### config.mk
export PLATFORM = sky130hd
export DESIGN_NAME = rr_mux4_collector_flat
export DESIGN_NICKNAME = d
export VERILOG_FILES = /design/src/rtl/rr_mux4_collector_if.sv /design/src/rtl/rr_mux4_collector.sv /design/src/flat_wrapper.sv
export SDC_FILE = /design/constraint.sdc
export NUM_CORES = 1
export LEC_CHECK = 0
export BUFFER_PORTS_ARGS = -buffer_cell sky130_fd_sc_hd__buf_2
export CORE_ASPECT_RATIO = 1.25
export CORE_UTILIZATION = 47
export CTS_CLUSTER_SIZE = 16
export DETAILED_ROUTE_END_ITERATION = 6
export PLACE_DENSITY = 0.88
export SLEW_MARGIN = 20
export SYNTH_ARGS = -nofsm -noshare
export SYNTH_HDL_FRONTEND = slang
export SYNTH_SLANG_ARGS = --single-unit
export TNS_END_PERCENT = 1
### constraint.sdc
create_clock -name clk -period 6.4 [get_ports clk]
set_input_delay 1.28 -clock clk [delete_from_list [all_inputs] [get_ports clk]]
set_output_delay 1.28 -clock clk [all_outputs]
set_load 0.005 [all_outputs]
### src/rtl/rr_mux4_collector_if.sv
// Stream bundle for rr_mux4_collector: four valid/ready input lanes plus one tagged output stream.
// The slave modport is the collector's view; master is the upstream/downstream environment.
interface rr_mux4_collector_if #(
    parameter int unsigned DATA_W = 8
);
    logic [3:0]          in_valid;
    logic [4*DATA_W-1:0] in_data;
    logic [3:0]          in_last;
    logic [3:0]          in_ready;
    logic                out_valid;
    logic [DATA_W-1:0]   out_data;
    logic [1:0]          out_sel;
    logic                out_last;
    logic                out_ready;

    modport slave (
        input  in_valid,
        input  in_data,
        input  in_last,
        output in_ready,
        output out_valid,
        output out_data,
        output out_sel,
        output out_last,
        input  out_ready
    );

    modport master (
        output in_valid,
        output in_data,
        output in_last,
        input  in_ready,
        input  out_valid,
        input  out_data,
        input  out_sel,
        input  out_last,
        output out_ready
    );
endinterface

### src/rtl/rr_mux4_collector.sv
// 4-to-1 round-robin collector into a single tagged output register.
// Optional packet lock (whole packets from one lane) enabled by macro RR_MUX4_PKT_LOCK_EN.
module rr_mux4_collector #(
    parameter int unsigned DATA_W = 8
) (
    input  logic                 clk,
    input  logic                 rst_n,
    rr_mux4_collector_if.slave   bus
);

    logic [1:0]        ptr_q;
    logic              out_valid_q;
    logic [DATA_W-1:0] out_data_q;
    logic [1:0]        out_sel_q;
    logic              out_last_q;

    logic [3:0]        eligible;
    logic [1:0]        gnt;
    logic              any_eligible;
    logic              load;
    logic              accept;
    logic              gnt_last;

`ifdef RR_MUX4_PKT_LOCK_EN
    typedef enum logic [0:0] {StIdle, StLocked} lock_state_e;

    lock_state_e state_q;
    logic [1:0]  lock_lane_q;

    // While a packet is in flight only its source lane may compete.
    always_comb begin
        eligible = bus.in_valid;
        if (state_q == StLocked) begin
            eligible = bus.in_valid & (4'b0001 << lock_lane_q);
        end
    end

    always_ff @(posedge clk or negedge rst_n) begin
        if (!rst_n) begin
            state_q     <= StIdle;
            lock_lane_q <= 2'd0;
        end else if (accept) begin
            unique case (state_q)
                StIdle: begin
                    if (!gnt_last) begin
                        state_q     <= StLocked;
                        lock_lane_q <= gnt;
                    end
                end
                StLocked: begin
                    if (gnt_last) begin
                        state_q <= StIdle;
                    end
                end
                default: state_q <= StIdle;
            endcase
        end
    end
`else
    always_comb begin
        eligible = bus.in_valid;
    end
`endif

    // Scan from the farthest offset back to ptr so the closest eligible lane wins.
    always_comb begin
        logic [1:0] idx;
        gnt          = ptr_q;
        any_eligible = 1'b0;
        for (int k = 3; k >= 0; k--) begin
            idx = ptr_q + 2'(k);
            if (eligible[idx]) begin
                gnt          = idx;
                any_eligible = 1'b1;
            end
        end
    end

    always_comb begin
        load     = !out_valid_q || bus.out_ready;
        accept   = rst_n && load && any_eligible;
        gnt_last = bus.in_last[gnt];
        bus.in_ready = accept ? (4'b0001 << gnt) : 4'b0000;
    end

    always_ff @(posedge clk or negedge rst_n) begin
        if (!rst_n) begin
            ptr_q       <= 2'd0;
            out_valid_q <= 1'b0;
            out_data_q  <= '0;
            out_sel_q   <= 2'd0;
            out_last_q  <= 1'b0;
        end else if (load) begin
            if (any_eligible) begin
                out_valid_q <= 1'b1;
                out_data_q  <= bus.in_data[gnt*DATA_W +: DATA_W];
                out_sel_q   <= gnt;
                out_last_q  <= gnt_last;
                // In a locked packet gnt stays fixed, so ptr keeps its post-lock value.
                ptr_q       <= gnt + 2'd1;
            end else begin
                out_valid_q <= 1'b0;
            end
        end
    end

    always_comb begin
        bus.out_valid = out_valid_q;
        bus.out_data  = out_data_q;
        bus.out_sel   = out_sel_q;
        bus.out_last  = out_last_q;
    end

endmodule

### src/flat_wrapper.sv
// flat-port wrapper written by rule: the top's interface ports become plain ports
module rr_mux4_collector_flat 
#(
    parameter int unsigned DATA_W = 8
)
  (clk, rst_n, bus_in_valid, bus_in_data, bus_in_last, bus_in_ready, bus_out_valid, bus_out_data, bus_out_sel, bus_out_last, bus_out_ready);
  rr_mux4_collector_if #(.DATA_W(DATA_W)) bus_i ();
  input  logic clk;
  input  logic rst_n;
  input wire logic [$bits(bus_i.in_valid)-1:0] bus_in_valid;
  input wire logic [$bits(bus_i.in_data)-1:0] bus_in_data;
  input wire logic [$bits(bus_i.in_last)-1:0] bus_in_last;
  output wire logic [$bits(bus_i.in_ready)-1:0] bus_in_ready;
  output wire logic [$bits(bus_i.out_valid)-1:0] bus_out_valid;
  output wire logic [$bits(bus_i.out_data)-1:0] bus_out_data;
  output wire logic [$bits(bus_i.out_sel)-1:0] bus_out_sel;
  output wire logic [$bits(bus_i.out_last)-1:0] bus_out_last;
  input wire logic [$bits(bus_i.out_ready)-1:0] bus_out_ready;
  assign bus_i.in_valid = bus_in_valid;
  assign bus_i.in_data = bus_in_data;
  assign bus_i.in_last = bus_in_last;
  assign bus_in_ready = bus_i.in_ready;
  assign bus_out_valid = bus_i.out_valid;
  assign bus_out_data = bus_i.out_data;
  assign bus_out_sel = bus_i.out_sel;
  assign bus_out_last = bus_i.out_last;
  assign bus_i.out_ready = bus_out_ready;
  rr_mux4_collector #(.DATA_W(DATA_W)) u_core (.clk(clk), .rst_n(rst_n), .bus(bus_i));
endmodule
Word-level counts from Yosys, hierarchy flattened

Index checks and enable logic that the tools add are counted.

Add/subtract/negate cells: 4
$lt $le $gt $ge: 5
Shifts and indexed selects: 2
Mux-type cells: 20
Reductions and logical operators: 5

Operator list:

| kind                                                        | count |
|---|---|
| indexed part select 32 x 6 -> 8 bit                         | 1 |
| less-than comparator 2 x 3 -> 1 bit (second input constant) | 5 |
| binary-select mux 1 bit (select 2 bit)                      | 5 |
| 2-to-1 mux 1 bit                                            | 10 |
| 2-to-1 mux 2 bit                                            | 4 |
| adder 2 x 1 -> 2 bit (second input constant)                | 2 |
| adder 2 bit (second input constant)                         | 2 |
| 2-to-1 mux 4 bit                                            | 1 |
| left shift 1 x 2 -> 4 bit (first input constant)            | 1 |
| logical AND 1 bit                                           | 2 |
| AND reduction 2 bit                                         | 1 |
| logical NOT 1 bit                                           | 1 |
| logical OR 1 bit                                            | 1 |

Flip-flop bits (word level): 14
Input port bits: 43
Output and inout bits: 16

Depth between registers and ports, before layout

Depth in word-level cells: 9
Mapped depth: 8
Mapped depth without buffers: 5

Least setup slack after synthesis

OpenSTA, ideal clock, no wires.

Path kind: input-to-output
Start point: in bus_in_valid[2]
End point: out bus_in_ready[1]
Arrival: 2.207 ns
Path slack: 2.913 ns
Stages: 4
Buffers on the path: 0
Path through: nor2b_1 o21a_1 a211o_1 nor3_1

Word-level cells in the longest chain between the ends: 8
Elaborated cells between the ends (all ways): 19
Classes of those cells: 1 x shift; 17 x mux; 1 x reduce/logical

RTL lines:

| what                                                               | line                                             | source |
|---|---|---|
| start: declaration                                                 | flat_wrapper.sv:10                               | `input wire logic [$bits(bus_i.in_valid)-1:0] bus_in_valid;` |
| binary-select mux 1 bit (select 2 bit)                             | rr_mux4_collector.sv:72                          | `if (eligible[idx]) begin` |
| 2-to-1 mux 1 bit (implied by the code)                             | rr_mux4_collector.sv:72                          |  |
| 2-to-1 mux 2 bit or 2-to-1 mux 1 bit (tied branches) (4 in series) | rr_mux4_collector.sv:72                          |  |
| left shift 1 x 2 -> 4 bit or logical AND 1 bit (tied branches)     | rr_mux4_collector.sv:83, rr_mux4_collector.sv:81 |  |
| 2-to-1 mux 4 bit (*)                                               | rr_mux4_collector.sv:83                          | `bus.in_ready = accept ? (4'b0001 << gnt) : 4'b0000;` |
| end: declaration                                                   | flat_wrapper.sv:13                               | `output wire logic [$bits(bus_i.in_ready)-1:0] bus_in_ready;` |

Every way passes the cells marked *; elsewhere a longest branch is shown, timed or not. The select of a mux whose other input is x is not followed.

Final worst setup path

Start point: in bus_in_valid[3]
End point: out bus_in_ready[1]

The elaborated chain is that of the path after synthesis.

==> reports/metrics.cfg <==
[outcome]
status = finished with violations
violations = design-rule violations

[critical_path]
path_max_fanout = 11
start_kind = primary input
cp_slowest_cell = a2111o_1
r2r_cells = 5
max_stage_delay_ns = 0.34
critical_path.endpoint = bus_in_ready[1]
cp.required_ns = 5.12
cp_cell_sequence = buf_2, nor3_4, a2111o_1, nand2_4, nor3_1, buf_2
arrival_ns = 2.58
cp.depth = 6
r2r-end = u_core.bus.out_data[1]
cp_top_family = simple AND/OR/NAND/NOR gates
path_class = primary input to primary output
rr_startpoint = u_core.ptr_q[1]
cp_num_buf_inv = 2
path_common_cell = buf_2
critical_path.startpoint = bus_in_valid[3]
rrSetupSlack_ns = 4.07
endpoint_kind = primary output

[timing]
maxSlewViolCount = 0
clock_skew_ns = 0.00338
timing.final.ws_setup_ns = 2.54
fin_setup_tns_ns = 0
worst_pin_slew_ns = 0.691
rsz0062_at_grt = false
relSlewSlack = 0.539
finalHoldViolations = 0
fmax_ghz = 0.259
finalCriticalPeriod_ns = 3.86
period_share = 0.602
setup_viol = 0

[finish]
drive_above_1_share = 0.475
diodes = 0
area_growth_pct = 30.8
finalNetCount = 206

[logic_synthesis]
ys_ff_latch = 14
synth_edf_count = 0
yosysTopAreaCell = dfrtp_1
ys_warn_count = 0
synth_ff_type = dfrtp_1
synth_top_area_share = 0.334
syn-num-nets = 148
async_reset_ff_frac = 1.00
synth_cell_types = 35
syn_area_mm2 = 0.00105
yosysMostFrequentCell = dfrtp_1
synth_common_cells = 14 x dfrtp_1, 9 x nand3_1, 9 x o21ai_0
syn_area_per_cell_um2 = 10.0
syn_inst = 105
yosys-top-cells-area = dfrtp_1 33%, mux2_4 10%, a221o_1 7.6%
seq_area_frac_synth = 0.334

[routing]
drt_iter0_markers = 40
dr_wl_met3_um = 177
routed_via_density = 5.66
routed.top_layer = met4
drt-total-wl_mm = 2.68
drcViolationCount = 3
m1WireLength_mm = 1.12
drtPass1Iterations = 7
vias = 1086
wl_met2_mm = 1.34
drt-wirelength-per-cell_um = 13.9
drtAntennaViolNets = 0

[global_routing]
antenna_found_initial = 0
grt_pass1_vias = 929
gr-usage-all-layers = 0.228
grt_pass1_wl_mm = 4.00
grt_max_degree = 24
grt.overflow.total = 0

[clocking]
root_buffer = clkbuf_4
cts_tree = built
ctsHoldBuffers = 0
clk_latency_ns = 0.28
cts_sinks = 14
numCtsBuffers = 3
clkSlewWorstSetupHoldPaths_ns = 0.08
htree_levels = 1
ctsLongestPathBuffers = 2
ctsResizeCount = 0
postCtsSetupRepairBufs = 0

[pwr]
peakVddDrop_uv = 196
pwr_density_cell_mw_per_mm2 = 317
finalPower_uw = 436
leakage_nw = 0.670

[die]
dieArea_mm2 = 0.00243
core-area_mm2 = 0.00205
initial_utilization = 0.512
die_y_um = 54.8
die_x_um = 44.3
rows = 18
io_pins = 59

[placed_design]
dpl.hpwl_mm = 2.09
pre_cts_ws_ns = 2.56
placement.io_buffers = 58
gp_congestion = 0.820

[hold_path]
hp-class = register to register
whs_path_depth = 1

[run]
maxCapViolations = 0

area by class of cell:
cell class                 count  area (um^2)
fill                         172          677
tap                           30         37.5
clock buffer                   4         36.3
multi-input combinational     82          643
timing repair buffer          58          290
sequential                    14          350
inverter                       4         15.0
worst reg2reg max path, stage by stage (launching register included):
cell      delay, ns
dfrtp_1        0.50
nor2b_2        0.23
a2111o_1       0.57
nand2_4        0.24
mux2_1         0.35
a221o_1        0.33
state kept, by name (all words and copies together), names as in the netlist:
register              count
u_core.bus.out_data       8
u_core.bus.out_last       1
u_core.bus.out_sel        2
u_core.bus.out_valid      1
u_core.ptr_q              2
power breakdown:
part           total, mW  switching, mW  leakage, nW  internal (mW)
sequential         0.149         0.0267        0.167          0.123
combinational      0.224          0.113        0.482          0.111
clock             0.0621         0.0275       0.0210         0.0346
cell usage in the layout (no fill, tap or decap), types with 2 or more instances in the layout:
cell	n
buf_2	58
dfrtp_1	14
nand3_1	9
o21ai_0	9
a211oi_1	8
a221o_1	8
mux2_4	7
nor2_1	5
nand2_1	5
inv_1	4
nor2b_1	3
clkbuf_4	3
o21a_1	2
nor2_2	2
nor3_1	2
a21o_1	2
a2111oi_0	2
cell families after synthesis:
kind of cell / Yosys count / share of synthesized area
AOI/OAI and AO/OA: 40 / 0.311
xor gates and xnor gates: 1 / 0.00834
buffers and inverters: 9 / 0.0536
DFF: 14 / 0.334
muxes: 9 / 0.120
and+or+nand+nor: 32 / 0.173
metal layers:
layer  global-route usage  vias up
li1                     -      525
met1                0.287      510
met2                0.380       47
met3               0.0363        4
met4                0.106        0
met5                    0        -
worst min path at each step:
stage / start / endpoint / slack (ns)
detailed placement: u_core.bus.out_sel[0] / u_core.bus.out_sel[0] / 0.47
finish: u_core.bus.out_sel[0] / u_core.bus.out_sel[0] / 0.48
CTS: u_core.bus.out_sel[0] / u_core.bus.out_sel[0] / 0.49
floorplan: u_core.bus.out_sel[1] / u_core.bus.out_sel[1] / 0.47
global route: u_core.bus.out_sel[0] / u_core.bus.out_sel[0] / 0.51
global placement: u_core.bus.out_sel[0] / u_core.bus.out_sel[0] / 0.46
per-stage QoR:
step                cells  instance area, um^2   util  hold slack (ns)
global route          192                 1370  0.670            0.512
global placement      188                 1340  0.652            0.459
CTS                   192                 1370  0.670            0.489
finish                192                 1370  0.670            0.482
detailed placement    188                 1340  0.652            0.470
floorplan             105                 1050      -            0.473
No activity file was read; power rests on OpenSTA's default activity.
